File: src/rtl/mcpu_mem_arbiter.sv
// mcpu_mem_arbiter: shares the MCPU's single-port synchronous-read RAM
// between instruction fetch (port 0), data load/store (port 1) and the host
// loader (port 2). One access in flight at a time. Reads return two cycles
// after the request is sampled.
module mcpu_mem_arbiter #(
  parameter int WORD_SIZE  = 16,
  parameter int ADDR_WIDTH = 8
) (
  input  logic                    clk,
  input  logic                    reset,
  input  logic [2:0]              req,
  input  logic [2:0]              we,
  input  logic [3*ADDR_WIDTH-1:0] addr,
  input  logic [3*WORD_SIZE-1:0]  wdata,
  output logic [2:0]              gnt,
  output logic [2:0]              rvalid,
  output logic [WORD_SIZE-1:0]    rdata,
  output logic                    busy,
  output logic                    ram_en,
  output logic                    ram_we,
  output logic [ADDR_WIDTH-1:0]   ram_addr,
  output logic [WORD_SIZE-1:0]    ram_wdata,
  input  logic [WORD_SIZE-1:0]    ram_rdata
);

  typedef enum logic [1:0] {
    IDLE  = 2'd0,
    ISSUE = 2'd1,
    RESP  = 2'd2
  } state_t;

  state_t                  state;
  state_t                  state_nxt;

  logic                    win_vld;
  logic [1:0]              win_idx_nxt;
  logic                    sel_we;
  logic [ADDR_WIDTH-1:0]   sel_addr;
  logic [WORD_SIZE-1:0]    sel_wdata;

  // Latched command of the current winner
  logic [1:0]              win_idx_p0;
  logic                    cmd_we_p0;
  logic [ADDR_WIDTH-1:0]   cmd_addr_p0;
  logic [WORD_SIZE-1:0]    cmd_wdata_p0;

  // 1 = port 1 wins a 0/1 tie, 0 = port 0 wins it
  logic                    rr_ptr;

  function automatic logic [2:0] onehot3(input logic [1:0] idx);
    logic [2:0] v;
    v = 3'b000;
    case (idx)
      2'd0:    v = 3'b001;
      2'd1:    v = 3'b010;
      2'd2:    v = 3'b100;
      default: v = 3'b000;
    endcase
    return v;
  endfunction

  // Pick a winner: loader first, then round-robin between fetch and data
  always_comb begin
    win_vld     = ((state == IDLE) || (state == RESP)) && (req != 3'b000);
    win_idx_nxt = 2'd0;
    if (req[2])
      win_idx_nxt = 2'd2;
    else if (req[0] && req[1])
      win_idx_nxt = {1'b0, rr_ptr};
    else if (req[1])
      win_idx_nxt = 2'd1;
    else
      win_idx_nxt = 2'd0;
  end

  // Route the winning port's command fields
  always_comb begin
    sel_we    = we[0];
    sel_addr  = addr[ADDR_WIDTH-1:0];
    sel_wdata = wdata[WORD_SIZE-1:0];
    case (win_idx_nxt)
      2'd1: begin
        sel_we    = we[1];
        sel_addr  = addr[2*ADDR_WIDTH-1:ADDR_WIDTH];
        sel_wdata = wdata[2*WORD_SIZE-1:WORD_SIZE];
      end
      2'd2: begin
        sel_we    = we[2];
        sel_addr  = addr[3*ADDR_WIDTH-1:2*ADDR_WIDTH];
        sel_wdata = wdata[3*WORD_SIZE-1:2*WORD_SIZE];
      end
      default: ;
    endcase
  end

  // State register and control latches; loader wins leave the pointer alone
  always_ff @(posedge clk or negedge reset) begin
    if (!reset) begin
      state      <= IDLE;
      win_idx_p0 <= 2'd0;
      cmd_we_p0  <= 1'b0;
      rr_ptr     <= 1'b1;
    end else begin
      state <= state_nxt;
      if (win_vld) begin
        win_idx_p0 <= win_idx_nxt;
        cmd_we_p0  <= sel_we;
        if (win_idx_nxt != 2'd2)
          rr_ptr <= ~win_idx_nxt[0];
      end
    end
  end

  // Command address/data capture; outputs are gated by state so no reset needed
  always_ff @(posedge clk) begin
    if (win_vld) begin
      cmd_addr_p0  <= sel_addr;
      cmd_wdata_p0 <= sel_wdata;
    end
  end

  // Next-state: writes skip RESP, RESP can chain straight into another ISSUE
  always_comb begin
    state_nxt = IDLE;
    case (state)
      IDLE:    state_nxt = win_vld ? ISSUE : IDLE;
      ISSUE:   state_nxt = cmd_we_p0 ? IDLE : RESP;
      RESP:    state_nxt = win_vld ? ISSUE : IDLE;
      default: state_nxt = IDLE;
    endcase
  end

  // Outputs decoded from state and latched command only
  always_comb begin
    gnt       = 3'b000;
    rvalid    = 3'b000;
    busy      = 1'b0;
    ram_en    = 1'b0;
    ram_we    = 1'b0;
    ram_addr  = '0;
    ram_wdata = '0;
    case (state)
      ISSUE: begin
        gnt       = onehot3(win_idx_p0);
        busy      = 1'b1;
        ram_en    = 1'b1;
        ram_we    = cmd_we_p0;
        ram_addr  = cmd_addr_p0;
        ram_wdata = cmd_wdata_p0;
      end
      RESP: begin
        rvalid = onehot3(win_idx_p0);
        busy   = 1'b1;
      end
      default: ;
    endcase
  end

  assign rdata = ram_rdata;

endmodule

File: config.mk
export PLATFORM = sky130hd
export DESIGN_NAME = mcpu_mem_arbiter
export DESIGN_NICKNAME = d
export VERILOG_FILES = /design/src/rtl/mcpu_mem_arbiter.sv
export SDC_FILE = /design/constraint.sdc
export NUM_CORES = 1
export LEC_CHECK = 0
export ABC_AREA = 0
export BUFFER_PORTS_ARGS = -buffer_cell sky130_fd_sc_hd__buf_4
export CAP_MARGIN = 10
export CORE_MARGIN = 10
export CORE_UTILIZATION = 43
export DETAILED_ROUTE_END_ITERATION = 10
export PLACE_DENSITY = 0.86
export SYNTH_ARGS = -nofsm -noshare
export SYNTH_HDL_FRONTEND = slang
export SYNTH_SLANG_ARGS = --single-unit
File: constraint.sdc
create_clock -name clk -period 3.7 [get_ports clk]
set_clock_uncertainty 0.1 [all_clocks]
set_input_delay 0.185 -clock clk [delete_from_list [all_inputs] [get_ports clk]]
set_output_delay 0.185 -clock clk [all_outputs]
set_load 0.005 [all_outputs]
* After elaboration in Yosys (flattened, before gate mapping)
Cells that the tools add are included. W data, S select, Z words.
Word-level totals: bits in registers 30, output and inout bits 49, word-level logic and storage cells 40
Operators by class: equality and inequality tests 7, reductions and logical operators 9, muxes and demuxes 17, bitwise gates (word level) 1
Operators by type and width (count):
- $pmux W16 S2 | 1
- $mux W16 | 1
- $pmux W8 S2 | 1
- $pmux W3 S3 | 1
- $mux W8 | 1
- $eq A2 B1 Y1 const B | 3
- $eq A2 B2 Y1 const B | 3
- $mux W1 | 6
- $mux W3 | 2
- $logic_not A2 Y1 | 2
- $mux W2 | 2
- $pmux W2 S2 | 1
- $reduce_or A2 Y1 | 2
- $reduce_bool A3 Y1 | 1
- $logic_and A1 B1 Y1 | 2
- $ne A2 B2 Y1 const B | 1
- $pmux W1 S2 | 1
- $reduce_and A2 Y1 | 1
- $logic_or A1 B1 Y1 | 1
- $not A1 Y1 | 1

* Longest topological paths before layout
Gate-level depths: netlist of the first run.
depth in word-level cells 5, mapped depth 6

* Least setup slack after synthesis of the first run
OpenSTA, ideal clock, no wires.
path kind register -> register, from reg state[0], to reg cmd_addr_p0[0], enable pin, period minus slack after synthesis 1799 ps, required time 3221 ps, setup slack 1901 ps, library setup time 379 ps, stages on the path, launching flop included 5, arrival 1320 ps, cells stage by stage dfrtp_1 inv_1 ha_1 o32ai_4 inv_1
Between the ends: longest elaborated chain between the ends 3
RTL lines:
- start: declaration | line 32 | state_t state;
- start signal: assignment | line 104 | state <= state_nxt;
- $eq A2 B2 Y1 or $logic_not A2 Y1 (tied branches) | line 64 | win_vld = ((state == IDLE) || (state == RESP)) && (req != 3'b000);
- $logic_or A1 B1 Y1 * | line 64
- $logic_and A1 B1 Y1 * | line 64
- end signal: assignment | line 117 | cmd_addr_p0 <= sel_addr;
- end: declaration | line 44 | logic [ADDR_WIDTH-1:0] cmd_addr_p0;
Every way passes the cells marked *; elsewhere a longest branch is shown, timed or not. A chain may end at the register's enable or synchronous reset.

* Worst setup path in the final report of the first run
from reg state[0], to reg cmd_wdata_p0[0], enable pin
Between the ends: longest elaborated chain between the ends 3
RTL lines:
- $eq A2 B2 Y1 or $logic_not A2 Y1 (tied branches) | line 64
- $logic_or A1 B1 Y1 * | line 64
- $logic_and A1 B1 Y1 * | line 64
- end signal: assignment | line 118 | cmd_wdata_p0 <= sel_wdata;
- end: declaration | line 45 | logic [WORD_SIZE-1:0] cmd_wdata_p0;
Marks and branches as above.

==> results.cfg, run 1 <==
[outcome]
outcome = complete, no violations

[worst_setup_path]
crit_fanout = 25
crit_chain = inv_1 -> ha_1 -> o32ai_4 -> inv_1
critPathArrivalTime_ps = 1890
max_stage_delay_ps = 730
critPathSlowestCell = inv_1
cpLargestDelayFamily = buffers and inverters
worstSetupEndpointType = flop
path_buf_inv = 2
start_kind = flop
cp_common_cell = inv_1
crit_type = reg -> reg
cp.required_ps = 3490

[cts]
cts_tree = done
cts.clk_slew.worst_paths_ps = 60
clock_sinks = 30
ctsResizeCount = 0
cts_root_buffer = clkbuf_8
cts_buffers = 5
insertion_delay_ps = 270
clock_path_buffers = 2
cts_max_level = 2

[run]
max-cap-violations = 0

[hold_path]
hp-class = in -> reg

[route]
drc = 0
post_drt_wl_per_cell_um = 16.25
via_per_inst = 4.859
drtPass1Iterations = 4
wl_um = 5313
drt_iter0_drc = 64
postRouteAntennaNets = 0
via_count = 1589

[logic_synthesis]
synth_area_per_cell_um2 = 10.52
yosysWarnings = 0
yosysTopAreaCell = edfxtp_1
netlist_instances = 181
yosysSeqAreaShare_pct = 45.80
synthTopCellsByArea = edfxtp_1 38%, mux2i_1 13%, and2_1 8.2%
synth_area_mm2 = 0.001904
netlist.area_leader.share_pct = 37.84
synth_flop_cell = edfxtp_1
ys_ff_latch = 30
synth_fp_nets = 281
synthArstFlopShare_pct = 20.00
yosysUniqueCellTypes = 26
synth_edf_count = 24

[power]
leakage_nw = 1.344
ir_drop_v = 0.0003724
finalPower_mw = 1.574
p_per_area_mw_per_mm2 = 576.9

[timing]
grt_setup_unrepaired = false
report.final.slew_viol_count = 0
min_period_over_period_pct = 56.61
fmax_ghz = 0.4774
setup_viol = 0
finalHoldWorstSlack_ps = 18.46
slew_headroom_pct = 35.81
hold_viol_final = 0
tightestPinTransition_ps = 961.8
period_minus_slack_ps = 2095
fin_tns_setup_ps = 0

[placed_design]
place.detailed.hpwl_um = 4300
place.gp.congestion = 0.7564
io_buffers = 112
placedCellCount = 318

[global_route]
gr-total-overflow = 0
antenna_found_initial = 0
grt_pass1_vias = 1737
grt_max_degree = 54
grt_use_total_pct = 13.35
grt_pass1_wl_um = 8155

[floorplan]
rows = 24
die_height_um = 86.55
io_pins = 145
die-area_mm2 = 0.007491
fp.dieW_um = 86.55
start_util_pct = 44.04
core_area_mm2 = 0.004324

[final_layout]
fillCellCount = 371
final_layout_size_suffix_gt1_share_pct = 45.45
area_growth_pct = 43.30
instances_no_fill = 327
fin_nets = 374
antenna_cells = 0
-- sequential cells by signal, summed over array words and instances (netlist names) --
| signal | count |
|---|---|
| cmd_we_p0 | 1 |
| state | 2 |
| rr_ptr | 1 |
| cmd_addr_p0 | 8 |
| win_idx_p0 | 2 |
| cmd_wdata_p0 | 16 |
-- synth_stat cells, drive strengths merged, types with 3 or more instances --
master and count:
nand2 26, and2 25, mux2i 25, edfxtp 24
o21ai 24, buf 19, clkbuf 8, dfrtp 5
and3b 4, ha 4, inv 3, nor2 3
nor3b 3
-- stage by stage --
| step | setup slack (ps) | area [µm²] | util [%] |
|---|---|---|---|
| 2_1_floorplan | 1901 | 1904 | - |
| 3_3_place_gp | 1661 | 2619 | 60.56 |
| 3_5_place_dp | 1595 | 2619 | 60.56 |
| 4_1_cts | 1524 | 2729 | 63.11 |
| 5_1_grt | 1417 | 2729 | 63.11 |
| 6_report | 1605 | 2729 | 63.11 |
-- metal layers --
layer | global-route usage, % | share of wire [%] | vias to the layer above | routed length (µm)
met5 | 0 | 0 | - | 0
met4 | 5.449 | 1.2 | 0 | 63
met3 | 5.535 | 8.8 | 7 | 466
met2 | 24.90 | 55 | 71 | 2910
met1 | 12.44 | 35 | 717 | 1872
li1 | - | - | 794 | -
-- timing repair --
action | in CTS | in global routing
hold buffers | 1 | 0
endpoints found under the hold margin | 6 | 0
setup buffers | 0 | 0
-- worst paths after layout --
kind / start / end / slack (ps) / cells after the start
hold reg to reg: cmd_we_p0$_DFFE_PN0P_ / state[1]$_DFF_PN0_ / 390 / 1
hold / removal: req[1] / rr_ptr$_DFFE_PN1P_ / 20 / 2
min in group asynchronous: reset / state[1]$_DFF_PN0_ / 180 / 2
max in group asynchronous: reset / rr_ptr$_DFFE_PN1P_ / 3120 / 2
setup / recovery: state[0]$_DFF_PN0_ / cmd_wdata_p0[0]$_DFFE_PP_ / 1610 / 4
setup reg to reg: state[0]$_DFF_PN0_ / cmd_wdata_p0[0]$_DFFE_PP_ / 1610 / 4
-- kinds of logic (layout without fill, tap and decap cells) --
| family | Yosys count | after routing | synth area share, % |
|---|---|---|---|
| flip-flops | 30 | 30 | 45.80 |
| adder cells (fa/ha/maj) | 4 | 4 | 2.628 |
| AO/OA/AOI/OAI | 29 | 29 | 9.265 |
| multiplexers | 26 | 26 | 13.73 |
| AND/OR/NAND/NOR | 62 | 62 | 17.94 |
| buffers and inverters | 30 | 124 | 10.64 |
-- cells in the final DEF (no fill, tap or decap), drive strengths merged --
cell	synthesis	routed
nand2	26	26
a32o	1	1
nand2b	1	1
a31oi	1	1
o32ai	1	1
and2	25	25
and3b	4	4
edfxtp	24	24
o31ai	1	1
o21ai	24	24
clkinv	0	1
inv	3	3
dlygate4sd3	0	1
nor3b	3	3
ha	4	4
dfrtp	5	5
mux2i	25	25
dfstp	1	1
nor2	3	3
a21oi	1	1
mux2	1	1
clkbuf	8	7
buf	19	112
-- power breakdown --
group | total, mW | switching [mW] | leakage [nW] | internal [mW]
Combinational | 0.694 | 0.322 | 0.984 | 0.372
Sequential | 0.602 | 0.0529 | 0.308 | 0.549
Clock | 0.278 | 0.111 | 0.0519 | 0.167
-- area by class of cell --
| class | instances | area, µm² | share of cell area [%] |
|---|---|---|---|
| repair buffers | 113 | 850.8 | 31.18 |
| flip-flops and latches | 30 | 872.1 | 31.96 |
| clock inverters | 1 | 3.754 | 0.1376 |
| well taps | 52 | 65.06 | 2.384 |
| multi-input cells | 121 | 829.5 | 30.40 |
| inverters | 3 | 11.26 | 0.4127 |
| clock buffers | 7 | 96.34 | 3.530 |
Note: power is estimated with default switching activity, not from simulation.
==> run 2, diff against run 1 <==
Settings changed: CORE_UTILIZATION 43 to 36, PLACE_DENSITY 0.86 to 0.76.
Clock period 3.7 ns to 1.7 ns, I/O delays scaled along.
==> run 2 against run 1 <==
  * Register-to-register slack got worse by 1500 ps
  * Wire length increased by 6.3%
  * Die area increased by 15%
  * Final area increased by 9.3%
  * Core utilization decreased by 4.7 points
  * Largest power group unchanged
==> results.cfg, run 2 (same netlist as run 1, synthesis figures left out) <==
[route]
postRouteAntennaNets = 0
drtPass1Iterations = 4
post_drt_wl_per_cell_um = 15.40
via_per_inst = 4.482
drc = 0
drt_iter0_drc = 32
via_count = 1645
wl_um = 5650

[cts]
cts.clk_slew.worst_paths_ps = 60
cts_buffers = 5
cts_tree = done
insertion_delay_ps = 280
cts_max_level = 2
clock_path_buffers = 2
cts_root_buffer = clkbuf_8
clock_sinks = 30

[timing]
fmax_ghz = 0.6267
report.final.slew_viol_count = 0
min_period_over_period_pct = 93.86
setup_viol = 0
grt_setup_unrepaired = false
period_minus_slack_ps = 1596
tightestPinTransition_ps = 444.1
fin_tns_setup_ps = 0
hold_viol_final = 0
slew_headroom_pct = 70.39
finalHoldWorstSlack_ps = 7.285

[global_route]
gr-total-overflow = 0
antenna_found_initial = 0
grt_pass1_vias = 1765
grt_pass1_wl_um = 8852
grt_max_degree = 53
grt_use_total_pct = 12.79

[final_layout]
mostFrequentLayoutCells = 117 x buf_4, 25 x mux2i_1, 25 x nand2_1, 25 x and2_1, 24 x edfxtp_1
fin_nets = 396
fillCellCount = 473
regMostFlops = cmd_wdata_p0
reg.largest.list = cmd_wdata_p0: 16 flops, cmd_addr_p0: 8 flops
final_layout_size_suffix_gt1_share_pct = 45.79
antenna_cells = 0
largest_reg_flops = 16
multi_input_area_um2 = 847.1
area_growth_pct = 56.57
final_common_cell = buf_4
seq_area_um2 = 872.1
finish.utilization_pct = 58.38

[outcome]
outcome = complete, no violations

[worst_setup_path]
crit_fanout = 6
cp.required_ps = 1760
crit_type = reg -> reg
worstSetupEndpointType = flop
start_kind = flop
critPathArrivalTime_ps = 1660

[power]
finalPower_mw = 3.584
leakage_nw = 1.430
ir_drop_v = 0.0006191
p_per_area_mw_per_mm2 = 1202

[placed_design]
place.gp.congestion = 0.7968
place.detailed.hpwl_um = 4376
io_buffers = 112

[floorplan]
fp.dieW_um = 92.73
core_area_mm2 = 0.005107
die_height_um = 92.73
start_util_pct = 37.29
rows = 26
die-area_mm2 = 0.008599
io_pins = 145

[hold_path]
hp-class = in -> reg

[run]
max-cap-violations = 0
## run 2: cell type report
| class | count | share of cell area [%] |
|---|---|---|
| repair buffers | 135 | 36.21 |
| flip-flops and latches | 30 | 29.25 |
| multi-input cells | 121 | 28.41 |
| well taps | 70 | 2.937 |
| clock buffers | 8 | 2.686 |
| inverters | 3 | 0.5036 |
## run 2: final timing paths
path | from | end | slack [ps] | cells after the start
worst max-delay path | state[0]$_DFF_PN0_ | win_idx_p0[1]$_DFFE_PN0P_ | 100 | 5
worst min-delay path | wdata[38] | cmd_wdata_p0[6]$_DFFE_PP_ | 7 | 3
worst max register to register | state[0]$_DFF_PN0_ | win_idx_p0[1]$_DFFE_PN0P_ | 100 | 5
worst min register to register | cmd_we_p0$_DFFE_PN0P_ | state[1]$_DFF_PN0_ | 390 | 1
max in group asynchronous | reset | rr_ptr$_DFFE_PN1P_ | 1210 | 2
min in group asynchronous | reset | win_idx_p0[1]$_DFFE_PN0P_ | 90 | 2
## run 2: critical path: stages, from the launching register on
cell and delay [ps]:
dfrtp_1 440, inv_2 60, ha_2 190, o32ai_4 150, buf_4 200, mux2_2 330
## run 2: per-stage QoR
stage	worst slack [ps]	instance area, µm²	std cells
5_1_grt	27.19	2982	367
2_1_floorplan	-45.56	1913	181
6_report	104.4	2982	367
3_3_place_gp	117.7	2728	343
3_5_place_dp	85.34	2728	343
4_1_cts	25.43	2964	366
## run 2: per-layer routing
layer,vias to the layer above,wire (µm),track usage (%)
met5,-,0,0
met4,0,57,3.599
met3,10,615,6.941
met2,78,2911,23.24
met1,719,2065,12.21
li1,838,-,-
## run 2: what timing repair did
| item | in CTS | in global routing |
|---|---|---|
| setup buffers | 0 | 1 |
| endpoints found under the setup margin | 13 | 48 |
| hold buffers | 15 | 0 |
| gates resized for setup | 2 | 1 |
| pin swaps | 0 | 1 |
| endpoints found under the hold margin | 20 | 0 |
## run 2: power by group
part	switching, mW	internal [mW]	total, mW
Sequential	0.114	1.18	1.30
Combinational	0.762	0.983	1.74
Clock	0.251	0.290	0.541
